===== config.mk =====
export PLATFORM = sky130hd
export DESIGN_NAME = ct_biu_ar_arb_n
export DESIGN_NICKNAME = d
export VERILOG_FILES = /design/src/rtl/ct_biu_arb_pkg.sv /design/src/rtl/ct_biu_rr_pick.sv /design/src/rtl/ct_biu_ar_arb_n.sv
export SDC_FILE = /design/constraint.sdc
export NUM_CORES = 1
export LEC_CHECK = 0
export CORE_MARGIN = 1
export CORE_UTILIZATION = 31
export CTS_BUF_LIST = sky130_fd_sc_hd__clkbuf_8
export CTS_CLUSTER_SIZE = 14
export DETAILED_ROUTE_END_ITERATION = 8
export GPL_TIMING_DRIVEN = 0
export PLACE_DENSITY = 0.78
export SLEW_MARGIN = 40
export SYNTH_ARGS = -nofsm -noshare
export SYNTH_HDL_FRONTEND = slang
export SYNTH_SLANG_ARGS = --single-unit

===== constraint.sdc =====
create_clock -name cpuclk -period 1.5 [get_ports cpuclk]
set_clock_uncertainty 0.15 [all_clocks]
set_input_delay 0.3 -clock cpuclk [delete_from_list [all_inputs] [get_ports cpuclk]]
set_output_delay 0.3 -clock cpuclk [all_outputs]
set_load 0.01 [all_outputs]

===== src/rtl/ct_biu_arb_pkg.sv =====
// Shared constants for the BIU read-address arbiter: mode encodings,
// default payload width and the bit layout of a packed AR payload.
package ct_biu_arb_pkg;

  localparam int MODE_FIXED = 0;
  localparam int MODE_RR    = 1;

  localparam int AR_PLD_W   = 64;

  localparam int AR_ADDR_LSB   = 0;   // 40 bits
  localparam int AR_ID_LSB     = 40;  // 5 bits
  localparam int AR_LEN_LSB    = 45;  // 2 bits
  localparam int AR_SIZE_LSB   = 47;  // 3 bits
  localparam int AR_BURST_LSB  = 50;  // 2 bits
  localparam int AR_LOCK_LSB   = 52;  // 1 bit
  localparam int AR_CACHE_LSB  = 53;  // 4 bits
  localparam int AR_PROT_LSB   = 57;  // 3 bits
  localparam int AR_SNOOP_LSB  = 60;  // 1 bit
  localparam int AR_DOMAIN_LSB = 61;  // 1 bit
  localparam int AR_BAR_LSB    = 62;  // 1 bit
  localparam int AR_USER_LSB   = 63;  // 1 bit

  function automatic logic [2:0] oh2idx(input logic [7:0] oh);
    logic [2:0] idx;
    idx = 3'd0;
    for (int i = 0; i < 8; i++) begin
      if (oh[i]) idx = 3'(i);
    end
    return idx;
  endfunction

endpackage


===== src/rtl/ct_biu_rr_pick.sv =====
// Round-robin picker: one-hot first requester at or above i_ptr, wrapping to 0.
// Purely combinational; no state and no backpressure.
module ct_biu_rr_pick #(
  parameter int N = 3
) (
  input  logic [N-1:0] i_req,
  input  logic [2:0]   i_ptr,
  output logic [N-1:0] o_gnt
);

  logic [N-1:0] w_mask;
  logic [N-1:0] w_hi;
  logic [N-1:0] w_sel;

  always_comb begin
    w_mask = '0;
    for (int i = 0; i < N; i++) begin
      w_mask[i] = (3'(i) >= i_ptr);
    end
  end

  // Requesters at/above the pointer win first; otherwise wrap to the full set.
  assign w_hi  = i_req & w_mask;
  assign w_sel = (|w_hi) ? w_hi : i_req;
  assign o_gnt = w_sel & (-w_sel);

endmodule


===== src/rtl/ct_biu_ar_arb_n.sv =====
// N-source AR arbiter into one registered AR slot; request-to-arvalid latency 1 cycle.
// Backpressure: grants only when the slot is empty or draining (arready), otherwise held.
module ct_biu_ar_arb_n
  import ct_biu_arb_pkg::*;
#(
  parameter int NUM_SRC    = 3,
  parameter int PLD_W      = AR_PLD_W,
  parameter int MODE       = MODE_RR,
  parameter int STARVE_MAX = 4
) (
  input  logic                     cpuclk,
  input  logic                     cpurst,
  input  logic [NUM_SRC-1:0]       src_req,
  input  logic [NUM_SRC*PLD_W-1:0] src_pld,
  output logic [NUM_SRC-1:0]       src_grnt,
  output logic                     arvalid,
  output logic [PLD_W-1:0]         arpld,
  output logic [2:0]               arsrc,
  input  logic                     arready,
  output logic                     arvalid_gate
);

  logic               r_arvalid;
  logic [PLD_W-1:0]   r_arpld;
  logic [2:0]         r_arsrc;
  logic [2:0]         r_ptr;
  logic [3:0]         r_starve_cnt;

  logic               w_load_en;
  logic [NUM_SRC-1:0] w_rr_gnt;
  logic [NUM_SRC-1:0] w_fx_gnt;
  logic [NUM_SRC-1:0] w_oth;
  logic               w_oth_req;
  logic [NUM_SRC-1:0] w_win;
  logic [7:0]         w_win8;
  logic [2:0]         w_idx;
  logic               w_any_gnt;
  logic [PLD_W-1:0]   w_sel_pld;

  ct_biu_rr_pick #(.N(NUM_SRC)) u_rr_pick (
    .i_req (src_req),
    .i_ptr (r_ptr),
    .o_gnt (w_rr_gnt)
  );

  assign w_load_en = !r_arvalid || arready;

  // Fixed priority, with index 0 forced aside once it has starved the others.
  assign w_oth     = {src_req[NUM_SRC-1:1], 1'b0};
  assign w_oth_req = |w_oth;
  assign w_fx_gnt  = ((r_starve_cnt >= 4'(STARVE_MAX)) && w_oth_req) ?
                     (w_oth & (-w_oth)) : (src_req & (-src_req));

  assign w_win     = (MODE == MODE_RR) ? w_rr_gnt : w_fx_gnt;
  assign src_grnt  = (w_load_en && !cpurst) ? w_win : '0;
  assign w_any_gnt = |src_grnt;

  always_comb begin
    w_win8 = '0;
    w_win8[NUM_SRC-1:0] = w_win;
  end

  assign w_idx = oh2idx(w_win8);

  always_comb begin
    w_sel_pld = '0;
    for (int i = 0; i < NUM_SRC; i++) begin
      if (w_win[i]) w_sel_pld = src_pld[i*PLD_W +: PLD_W];
    end
  end

  always_ff @(posedge cpuclk) begin
    if (cpurst) begin
      r_arvalid    <= 1'b0;
      r_arpld      <= '0;
      r_arsrc      <= 3'd0;
      r_ptr        <= 3'd0;
      r_starve_cnt <= 4'd0;
    end else begin
      if (w_any_gnt) begin
        r_arvalid <= 1'b1;
        r_arpld   <= w_sel_pld;
        r_arsrc   <= w_idx;
      end else if (r_arvalid && arready) begin
        r_arvalid <= 1'b0;
      end

      if ((MODE == MODE_RR) && w_any_gnt) begin
        r_ptr <= (w_idx == 3'(NUM_SRC-1)) ? 3'd0 : w_idx + 3'd1;
      end

      if (MODE == MODE_FIXED) begin
        if (!w_oth_req || (w_any_gnt && !w_win[0])) begin
          r_starve_cnt <= 4'd0;
        end else if (w_any_gnt && (r_starve_cnt != 4'hF)) begin
          r_starve_cnt <= r_starve_cnt + 4'd1;
        end
      end
    end
  end

  assign arvalid      = r_arvalid;
  assign arpld        = r_arpld;
  assign arsrc        = r_arsrc;
  assign arvalid_gate = r_arvalid | (|src_req);

endmodule


==> metrics.csv, run 1 <==
metric,value,unit
worst rel slew slack,61.67,%
register bit total from synthesis,69,
hpwl dp,11.43,mm
final net count,914,
crit-path max FO,6,
I/O Buffers,267,
"Design Area, Final",7522,sq um
total chip power,5.899,mW
reg2reg path depth,9,
I/O pin count,270,
DRC,0,
initial DRC count,295,
share of layout cells above drive strength 1,23.19,%
DRT Pass-1 Iters,6,
Post-Place Setup Slack,-1.325,ns
Hold Path Depth,2,
Vias/cell,5.476,
worst slew pin tran,0.5749,ns
Starting Density,32.23,%
Pleak,2.944,nW
hold_buf cts,0,
die area,11850,sq um
fraction of registers with async set/reset,0,%
final core occ,68.49,%
"CP delay by family, top",buffers and inverters,
WP data arrival,1.75,ns
"Reg clk slew, reported paths",0.07,ns
"Clk Latency, worst-skew pair",0.34,ns
Mapped Nets,608,
type of the worst setup path,reg2out,
root buffer cell,clkbuf_8,
most frequent cells in the layout,"192 x clkdlybuf4s50_1, 70 x o21ai_1, 66 x dlygate4sd2_1, 65 x dfxtp_1, 64 x nand3_1",
CTS tree,built,
failing checks,negative setup slack,
final hold violation count,0,
syn avg cell area,8.633,sq um
"Seq/Total Area, Yosys",39.02,%
Worst path slowest cell,dfxtp_4,
R2R setup slack,-0.63,ns
Min Hold Slack,0.02543,ns
CTS buffer count,9,
Area after DPL,6590,sq um
"Slew Viols, Final",0,
Max VDD drop,0.4348,mV
ys flop type,dfxtp_1,
Die Y-Extent,108.9,um
cells after synthesis,410,
Startpoint Class,register,
total grt overflow,0,
fin cells,861,
critical path cell sequence,"nand4bb_1, buf_4, o311a_4, buf_12, buf_12, and2_4, buf_6",
CP required,1.05,ns
status,"complete, but fails checks",
vias in the first global route,4807,
final setup TNS,-33.16,ns
Setup crit end kind,output port,
Final ANT Viol Nets,0,
Hold EP,r_ptr[0],
first-pass GRT wire length,23.87,mm
fmax,0.4552,GHz
Die W,108.9,um
GRT Util Overall,26.29,%
fin crit period,2.197,ns
DR WL/cell,19.11,um
Final WS setup,-0.6970,ns
# placed instances,817,
"Top cell by count, worst path",buf_12,
Reg-to-Reg End,arpld[38],
RR Startpoint,r_ptr[0],
max-cap violation count,0,
most common library cell in the layout ignoring fill and taps,clkdlybuf4s50_1,
Min-Delay Startpoint,cpurst,
max incr delay on CP,0.37,ns
Worst Path Buf+Inv,4,
H-tree Lvls,3,
Post-synth EDFFs,0,
Via Count,4715,
Hold WC Path Type,in2reg,
RSZ-0062 raised after global routing,true,
row cnt,38,
initial antenna violation count,1,
Pwr Density,784.2,nW/um^2
synthesis-to-layout area growth,112.5,%
DRT Wirelength,16.45,mm
Post-Syn Area,3540,sq um
core area,10980,sq um
RePlAce Congestion,0.8593,
final setup fails,70,
Final Cycle Share,146.5,%
Clock Path Buffers,2,
largest net degree at the start of global routing,12,
clk sinks,69,
YS warnings,0,
Synth cell types,29,
[registers in the layout, indices dropped and copies added (netlist names)]
register  count
r_ptr         2
arsrc         2
arvalid       1
arpld        64
[per-layer routing]
metal	part of all wire (%)	GRT usage (%)	vias up
met5	0	0	-
met4	3.0	12.55	0
met3	7.3	6.037	37
met2	52	48.82	250
met1	38	27.80	2212
li1	-	-	2216
[cell type report]
| class | count | area [sq um] |
|---|---|---|
| multi-input cells | 287 | 2288 |
| repair buffers | 296 | 2945 |
| flip-flops and latches | 69 | 1391 |
| fillers | 854 | 3461 |
| inverters | 2 | 7.507 |
| clock buffers | 10 | 137.6 |
| well taps | 140 | 175.2 |
| plain buffers | 51 | 528.0 |
| clock inverters | 5 | 46.29 |
| diodes | 1 | 2.502 |
[synthesized netlist by cell type (2+ instances only)]
cell / number / area share, %
nor3_1: 2 / 0.28
o21ai_0: 71 / 10
a221oi_2: 27 / 11
nor2b_1: 2 / 0.35
buf_2: 18 / 2.5
nand3_1: 64 / 9.0
a221oi_1: 37 / 9.2
dfxtp_1: 69 / 39
a22oi_1: 2 / 0.42
buf_4: 5 / 1.1
inv_1: 2 / 0.21
o311a_1: 2 / 0.57
o21ai_1: 60 / 8.5
clkbuf_1: 25 / 2.7
buf_6: 3 / 0.95
and2_1: 2 / 0.35
nor2_1: 5 / 0.53
nand2b_1: 3 / 0.53
[how the worst max path moves through the flow]
stage,startpoint,endpoint,slack [ns],cells past startpoint
after floorplan,r_ptr[2],arpld[28],-0.17,6
after global placement,src_req[2],src_grnt[1],-1.29,7
after detailed placement,src_req[2],src_grnt[1],-1.33,7
after CTS,r_ptr[0],src_grnt[0],-0.67,7
after global routing,r_ptr[0],src_grnt[0],-0.74,7
final,r_ptr[0],src_grnt[0],-0.70,7
[where the power goes]
| group | total (mW) | leakage [nW] | switching, mW | internal (mW) |
|---|---|---|---|---|
| combinational | 2.28 | 2.26 | 0.987 | 1.29 |
| sequential | 2.15 | 0.573 | 0.107 | 2.04 |
| clock | 1.47 | 0.106 | 0.687 | 0.784 |
[logic make-up (layout without fill, tap and decap cells)]
family	count (synthesis)	after routing	share of synthesized area (%)
buffers and inverters	54	364	7.529
AO/OA/AOI/OAI	203	203	41.07
flip-flops	69	69	39.02
AND/OR/NAND/NOR	83	83	12.27
other	1	2	0.1059
[timing repair]
item / CTS / global route
endpoints found under the setup margin: 139 / 73
gates resized for setup: 202 / 24
gates cloned: 4 / 2
pin swaps: 68 / 26
buffers inserted: 21 / 6
[worst reg2reg max path: stages, from the launching register on]
cell       delay, ns
dfxtp_4         0.37
nand4bb_1       0.23
buf_4           0.18
o311a_4         0.12
buf_12          0.14
buf_4           0.20
buf_12          0.16
buf_16          0.13
a221oi_2        0.26
o21ai_1         0.10
(Power assumes the default switching activity.)
==> inputs of run 2 (changes only) <==
- CORE_ASPECT_RATIO: unset -> 0.8
- CORE_UTILIZATION: 31 -> 34
- PLACE_DENSITY: 0.78 -> 0.79
- SYNTH_HIERARCHICAL: unset -> 1
==> metrics.csv, run 2 <==
metric,value,unit,change
final net count,955,,+4.5%
register bit total from synthesis,70,,+1.4%
core area,12160,sq um,+11%
synth top area cells,"dfxtp_1 33%, o31ai_2 11%, nor2b_1 9.4%",,
status,"complete, but fails checks",,
YS warnings,6,,+6
share of layout cells above drive strength 1,20.13,%,-3.1 points
initial DRC count,314,,+6.4%
Max VDD drop,0.4612,mV,+6.1%
Antenna Cells,0,,-1
Synth cell types,38,,+31%
initial antenna violation count,0,,-1
I/O pin count,270,,unchanged
max incr delay on CP,0.39,ns,+0.02 ns
I/O Buffers,267,,unchanged
Worst path slowest cell,dfxtp_4,,
vias in the first global route,5175,,+7.7%
total grt overflow,0,,unchanged
worst rel slew slack,59.80,%,-1.9 points
Die Y-Extent,102.0,um,-6.3%
largest net degree at the start of global routing,11,,-1
DRC,0,,unchanged
fraction of registers with async set/reset,0,%,unchanged
Post-Syn Area,4248,sq um,+20%
final hold violation count,0,,unchanged
Clock Path Buffers,2,,unchanged
most frequent cells in the layout,"193 x clkdlybuf4s50_1, 67 x dlygate4sd2_1, 66 x dfxtp_1, 62 x nor2b_1, 42 x o211ai_1",,
critical path cell sequence,"nor3b_2, o21ai_1, and3_1, buf_6, buf_6, nor3_4, buf_6, or3_4, buf_12, clkbuf_16, o31ai_4",,
root buffer cell,clkbuf_8,,
die area,12950,sq um,+9.3%
cells after synthesis,456,,+11%
fillers,974,,+14%
GRT Util Overall,26.91,%,+0.63 points
Die W,127.0,um,+17%
H-tree Lvls,3,,unchanged
"Top cell by count, worst path",buf_6,,
type of the worst setup path,reg2reg,,
Final ANT Viol Nets,0,,unchanged
DRT Wirelength,18.41,mm,+12%
Post-synth EDFFs,0,,unchanged
synthesis-to-layout area growth,88.22,%,
Synth top area share,32.99,%,-6.0 points
Vias/cell,5.668,,+3.5%
Mapped Nets,654,,+7.6%
RePlAce Congestion,0.8116,,-5.6%
Final WS setup,-0.9217,ns,-0.2247 ns
syn avg cell area,9.315,sq um,+7.9%
most common library cell in the layout ignoring fill and taps,clkdlybuf4s50_1,,
Startpoint Class,register,,
DR WL/cell,20.19,um,+5.7%
hold_buf cts,0,,unchanged
fmax,0.4129,GHz,-9.3%
"area leader, netlist",dfxtp_1,,
WP data arrival,2.54,ns,+0.79 ns
fin crit period,2.422,ns,+0.2247 ns
worst slew pin tran,0.6031,ns,+0.02813 ns
CTS buffer count,9,,unchanged
Via Count,5169,,+9.6%
first-pass GRT wire length,27.08,mm,+13%
failing checks,negative setup slack,,
row cnt,36,,-5.3%
DRT Pass-1 Iters,5,,-1
hpwl dp,13.23,mm,+16%
ys flop type,dfxtp_1,,
"top cells by count, synth","70 x dfxtp_1, 64 x nor2b_1, 46 x clkbuf_1, 42 x o211ai_1, 40 x a221oi_1",,
final setup TNS,-59.66,ns,-26.50 ns
"Design Area, Final",7995,sq um,+6.3%
Area after DPL,7161,sq um,+8.7%
Hold WC Path Type,reg2reg,,
Setup crit end kind,register,,
crit-path max FO,9,,+3
max reg flops,64,,unchanged
cell with the most instances after synthesis,dfxtp_1,,
CTS tree,built,,
max-cap violation count,0,,unchanged
final setup fails,74,,+5.7%
CP required,1.62,ns,+0.57 ns
Starting Density,34.93,%,+2.7 points
"Seq/Total Area, Yosys",32.99,%,-6.0 points
clk sinks,70,,+1.4%
Pwr Density,817.5,nW/um^2,+4.3%
"Slew Viols, Final",0,,unchanged
Pleak,3.125,nW,+6.2%
total chip power,6.536,mW,+11%
"Clk Latency, worst-skew pair",0.36,ns,+0.02 ns
Final Cycle Share,161.4,%,+15 points
RSZ-0062 raised after global routing,true,,
"Reg clk slew, reported paths",0.08,ns,about the same
## run 2: cell types whose count changed after synthesis, moves of 21 or more
cell	change
o211ai_1	+42
a2111oi_0	+22
a221oi_2	-27
nand3b_1	+24
a221o_1	+22
o31ai_2	+38
clkbuf_1	+21
nand3_1	-64
o21ai_0	-67
o21ai_1	-60
nor2b_1	+62
nand2_1	+22
## run 2: worst paths after layout
path              startpoint   endpoint  slack, ns  depth (start not counted)
hold reg to reg     arsrc[0]   arsrc[0]       0.34                          2
setup / recovery    r_ptr[0]  arpld[50]      -0.92                         11
hold / removal      arsrc[0]   arsrc[0]       0.34                          2
setup reg to reg    r_ptr[0]  arpld[50]      -0.92                         11
## run 2: area by class of cell
class | count | area (sq um) | share of cell area [%]
buffer | 63 | 539.3 | 6.745
clock buffer | 10 | 137.6 | 1.721
clock inverter | 4 | 17.52 | 0.2191
inverter | 6 | 22.52 | 0.2817
multi-input combinational | 317 | 2799 | 35.01
sequential | 70 | 1416 | 17.72
tap | 152 | 190.2 | 2.379
timing repair buffer | 290 | 2873 | 35.93
## run 2: power by group
| part | total [mW] | internal, mW | leakage, nW | switching (mW) |
|---|---|---|---|---|
| sequential | 2.25 | 2.12 | 0.578 | 0.138 |
| combinational | 2.94 | 1.60 | 2.46 | 1.34 |
| clock | 1.34 | 0.610 | 0.0904 | 0.731 |
| total | 6.54 | 4.33 | 3.13 | 2.21 |
## run 2: timing repair
action	in CTS	in global routing
endpoints found under the setup margin	141	76
resized for setup	172	49
gates cloned	2	3
setup buffers	16	2
pin swaps	11	9
## run 2: metrics by stage
step | setup slack, ns | std cells | hold slack, ns | util [%]
global route | -1.002 | 912 | 0.3703 | 65.74
detailed placement | -1.892 | 875 | 0.3352 | 58.88
finish | -0.9217 | 912 | 0.3430 | 65.74
global placement | -1.724 | 875 | 0.3212 | 58.88
CTS | -0.8892 | 907 | 0.3492 | 63.32
floorplan | -0.5889 | 456 | 0.2898 | -
## run 2: critical path, delay by kind of cell, from the launching register on
| family | cells | cell delay [ns] |
|---|---|---|
| AOI/OAI and AO/OA | 2 | 0.40 |
| DFF | 1 | 0.39 |
| buffers and inverters | 5 | 0.72 |
| and+or+nand+nor | 4 | 0.67 |
## run 2: logic make-up (layout without fill, tap and decap cells)
group                     after synthesis  count (layout)  share of synthesized area (%)
AOI/OAI and AO/OA                     184             184                          39.76
xor gates and xnor gates                1               1                         0.2062
buffers and inverters                  69             373                          7.629
DFF                                    70              70                          32.99
other                                   1               1                        0.08828
and+or+nand+nor                       131             131                          19.32
## run 2: per-layer routing
layer	wire [um]	vias up	part of all wire, %	track usage [%]
li1	-	2400	-	-
met1	7696	2524	42	32.48
met2	9083	216	49	46.83
met3	1260	29	6.8	7.853
met4	370	0	2.0	7.875
met5	0	-	0	0
==> inputs of run 3 (changes only) <==
- PLACE_DENSITY: 0.79 -> unset
- PLACE_DENSITY_LB_ADDON: unset -> 0.08
- RECOVER_POWER: unset -> 50
==> metrics.csv, run 3 (synthesis results as in run 2) <==
metric,value,unit,change
Max VDD drop,0.4148,mV,-10%
Final Cycle Share,156.8,%,-4.6 points
most common library cell in the layout ignoring fill and taps,clkdlybuf4s50_1,,
Pwr Density,850.9,nW/um^2,+4.1%
die area,12950,sq um,unchanged
DRT Pass-1 Iters,5,,unchanged
Setup crit end kind,register,,
Hold Path Depth,2,,unchanged
core area,12160,sq um,unchanged
H-tree Lvls,3,,unchanged
max reg flops,64,,unchanged
Die W,127.0,um,unchanged
Via Count,5117,,-1.0%
Area after DPL,7161,sq um,unchanged
first-pass GRT wire length,25.66,mm,-5.2%
max-cap violation count,0,,unchanged
final hold violation count,0,,unchanged
type of the worst setup path,reg2reg,,
Antenna Cells,0,,unchanged
CP required,1.59,ns,-0.03 ns
Starting Density,34.93,%,unchanged
initial antenna violation count,0,,unchanged
Die Y-Extent,102.0,um,unchanged
Hold WC Path Type,reg2reg,,
R2R setup slack,-0.85,ns,+0.07 ns
fmax,0.4251,GHz,+2.9%
clk sinks,70,,unchanged
CTS buffer count,9,,unchanged
DR WL/cell,19.40,um,-3.9%
Vias/cell,5.623,,-0.79%
"Reg clk slew, reported paths",0.08,ns,about the same
DRT Wirelength,17.65,mm,-4.1%
root buffer cell,clkbuf_8,,
final setup fails,74,,unchanged
"Clk Latency, worst-skew pair",0.36,ns,about the same
Final ANT Viol Nets,0,,unchanged
Pleak,3.115,nW,-0.34%
Clock Path Buffers,2,,unchanged
I/O pin count,270,,unchanged
GRT Util Overall,25.44,%,-1.5 points
RSZ-0062 raised after global routing,true,,
RePlAce Congestion,0.7907,,-2.6%
fin crit period,2.352,ns,-0.06931 ns
crit-path max FO,10,,+1
final net count,951,,-0.42%
I/O Buffers,267,,unchanged
Reg-to-Reg End,arpld[44],,
RR Startpoint,r_ptr[0],,
WP data arrival,2.45,ns,-0.09 ns
initial DRC count,188,,-40%
Min-Delay Startpoint,arpld[61],,
vias in the first global route,4907,,-5.2%
final setup TNS,-55.26,ns,+4.397 ns
"Slew Viols, Final",0,,unchanged
hold_buf cts,0,,unchanged
fillers,1013,,+4.0%
reg2reg path depth,9,,-2
synthesis-to-layout area growth,90.87,%,
share of layout cells above drive strength 1,22.30,%,+2.2 points
Startpoint Class,register,,
Final WS setup,-0.8524,ns,+0.06931 ns
DRC,0,,unchanged
Hold EP,arpld[61],,
status,"complete, but fails checks",,
"Design Area, Final",8108,sq um,+1.4%
Min Hold Slack,0.3452,ns,+0.002178 ns
worst slew pin tran,0.6472,ns,+0.04414 ns
hpwl dp,12.89,mm,-2.6%
CTS tree,built,,
largest net degree at the start of global routing,12,,+1
most frequent cells in the layout,"193 x clkdlybuf4s50_1, 67 x dfxtp_1, 65 x dlygate4sd2_1, 62 x nor2b_1, 42 x o211ai_1",,
failing checks,negative setup slack,,
worst rel slew slack,56.85,%,-2.9 points
total grt overflow,0,,unchanged
row cnt,36,,unchanged
run 3: cell count changes in the layout (fill, tap and decap cells not counted), moves of 3 or more:
| cell | delta |
|---|---|
| a2111oi_0 | -9 |
| a221oi_1 | -8 |
| a2111oi_2 | +6 |
| buf_4 | +6 |
| a221oi_2 | +4 |
| a221oi_4 | +4 |
| a2111oi_1 | +3 |
| buf_2 | -3 |
run 3: worst max-delay path by stage:
stage / startpoint / to / slack, ns
2_1_floorplan: r_ptr[1] / arpld[0] / -0.59
3_3_place_gp: src_req[1] / src_grnt[2] / -1.68
3_5_place_dp: src_req[1] / src_grnt[2] / -1.81
4_1_cts: r_ptr[0] / src_grnt[2] / -0.84
5_1_grt: r_ptr[0] / arpld[44] / -0.93
6_report: r_ptr[0] / arpld[44] / -0.85
run 3: through the flow:
stage	worst slack [ns]	power [mW]	util, %	std cells
3_5_place_dp	-1.805	4.885	58.88	875
6_report	-0.8524	6.899	66.67	910
3_3_place_gp	-1.681	4.837	58.88	875
4_1_cts	-0.8412	6.536	61.87	900
5_1_grt	-0.9317	7.223	66.67	910
2_1_floorplan	-0.5889	3.501	-	456
run 3: worst max-delay path, cell delays in order, from the launching register on:
cell	delay [ns]
dfxtp_4	0.38
nor3b_2	0.20
o21ai_1	0.09
and3_1	0.18
buf_6	0.13
buf_4	0.15
clkbuf_2	0.21
clkbuf_4	0.28
a221oi_1	0.39
o31ai_2	0.08
run 3: timing repair:
item,in CTS,in global routing
pin swaps,7,10
buffers inserted,9,8
endpoints found under the setup margin,141,79
resized for setup,142,115
gates cloned,0,2
run 3: layout make-up:
| type | count | area (sq um) | share of cell area (%) |
|---|---|---|---|
| inverter | 6 | 22.52 | 0.2778 |
| sequential | 70 | 1413 | 17.42 |
| tap | 152 | 190.2 | 2.346 |
| buffer | 63 | 509.2 | 6.281 |
| timing repair buffer | 286 | 2785 | 34.35 |
| multi-input combinational | 317 | 2968 | 36.60 |
| clock inverter | 3 | 41.29 | 0.5093 |
| clock buffer | 13 | 178.9 | 2.207 |
run 3: where the power goes:
group	switching (mW)	leakage, nW	internal (mW)
Sequential	0.132	0.578	2.11
Combinational	1.37	2.42	1.57
Clock	0.765	0.113	0.945
run 3: layer usage:
layer	global-route usage, %	up-vias	wire length (um)
li1	-	2402	-
met1	32.07	2489	7533
met2	42.94	206	8594
met3	7.277	20	1266
met4	6.593	0	258
met5	0	-	0
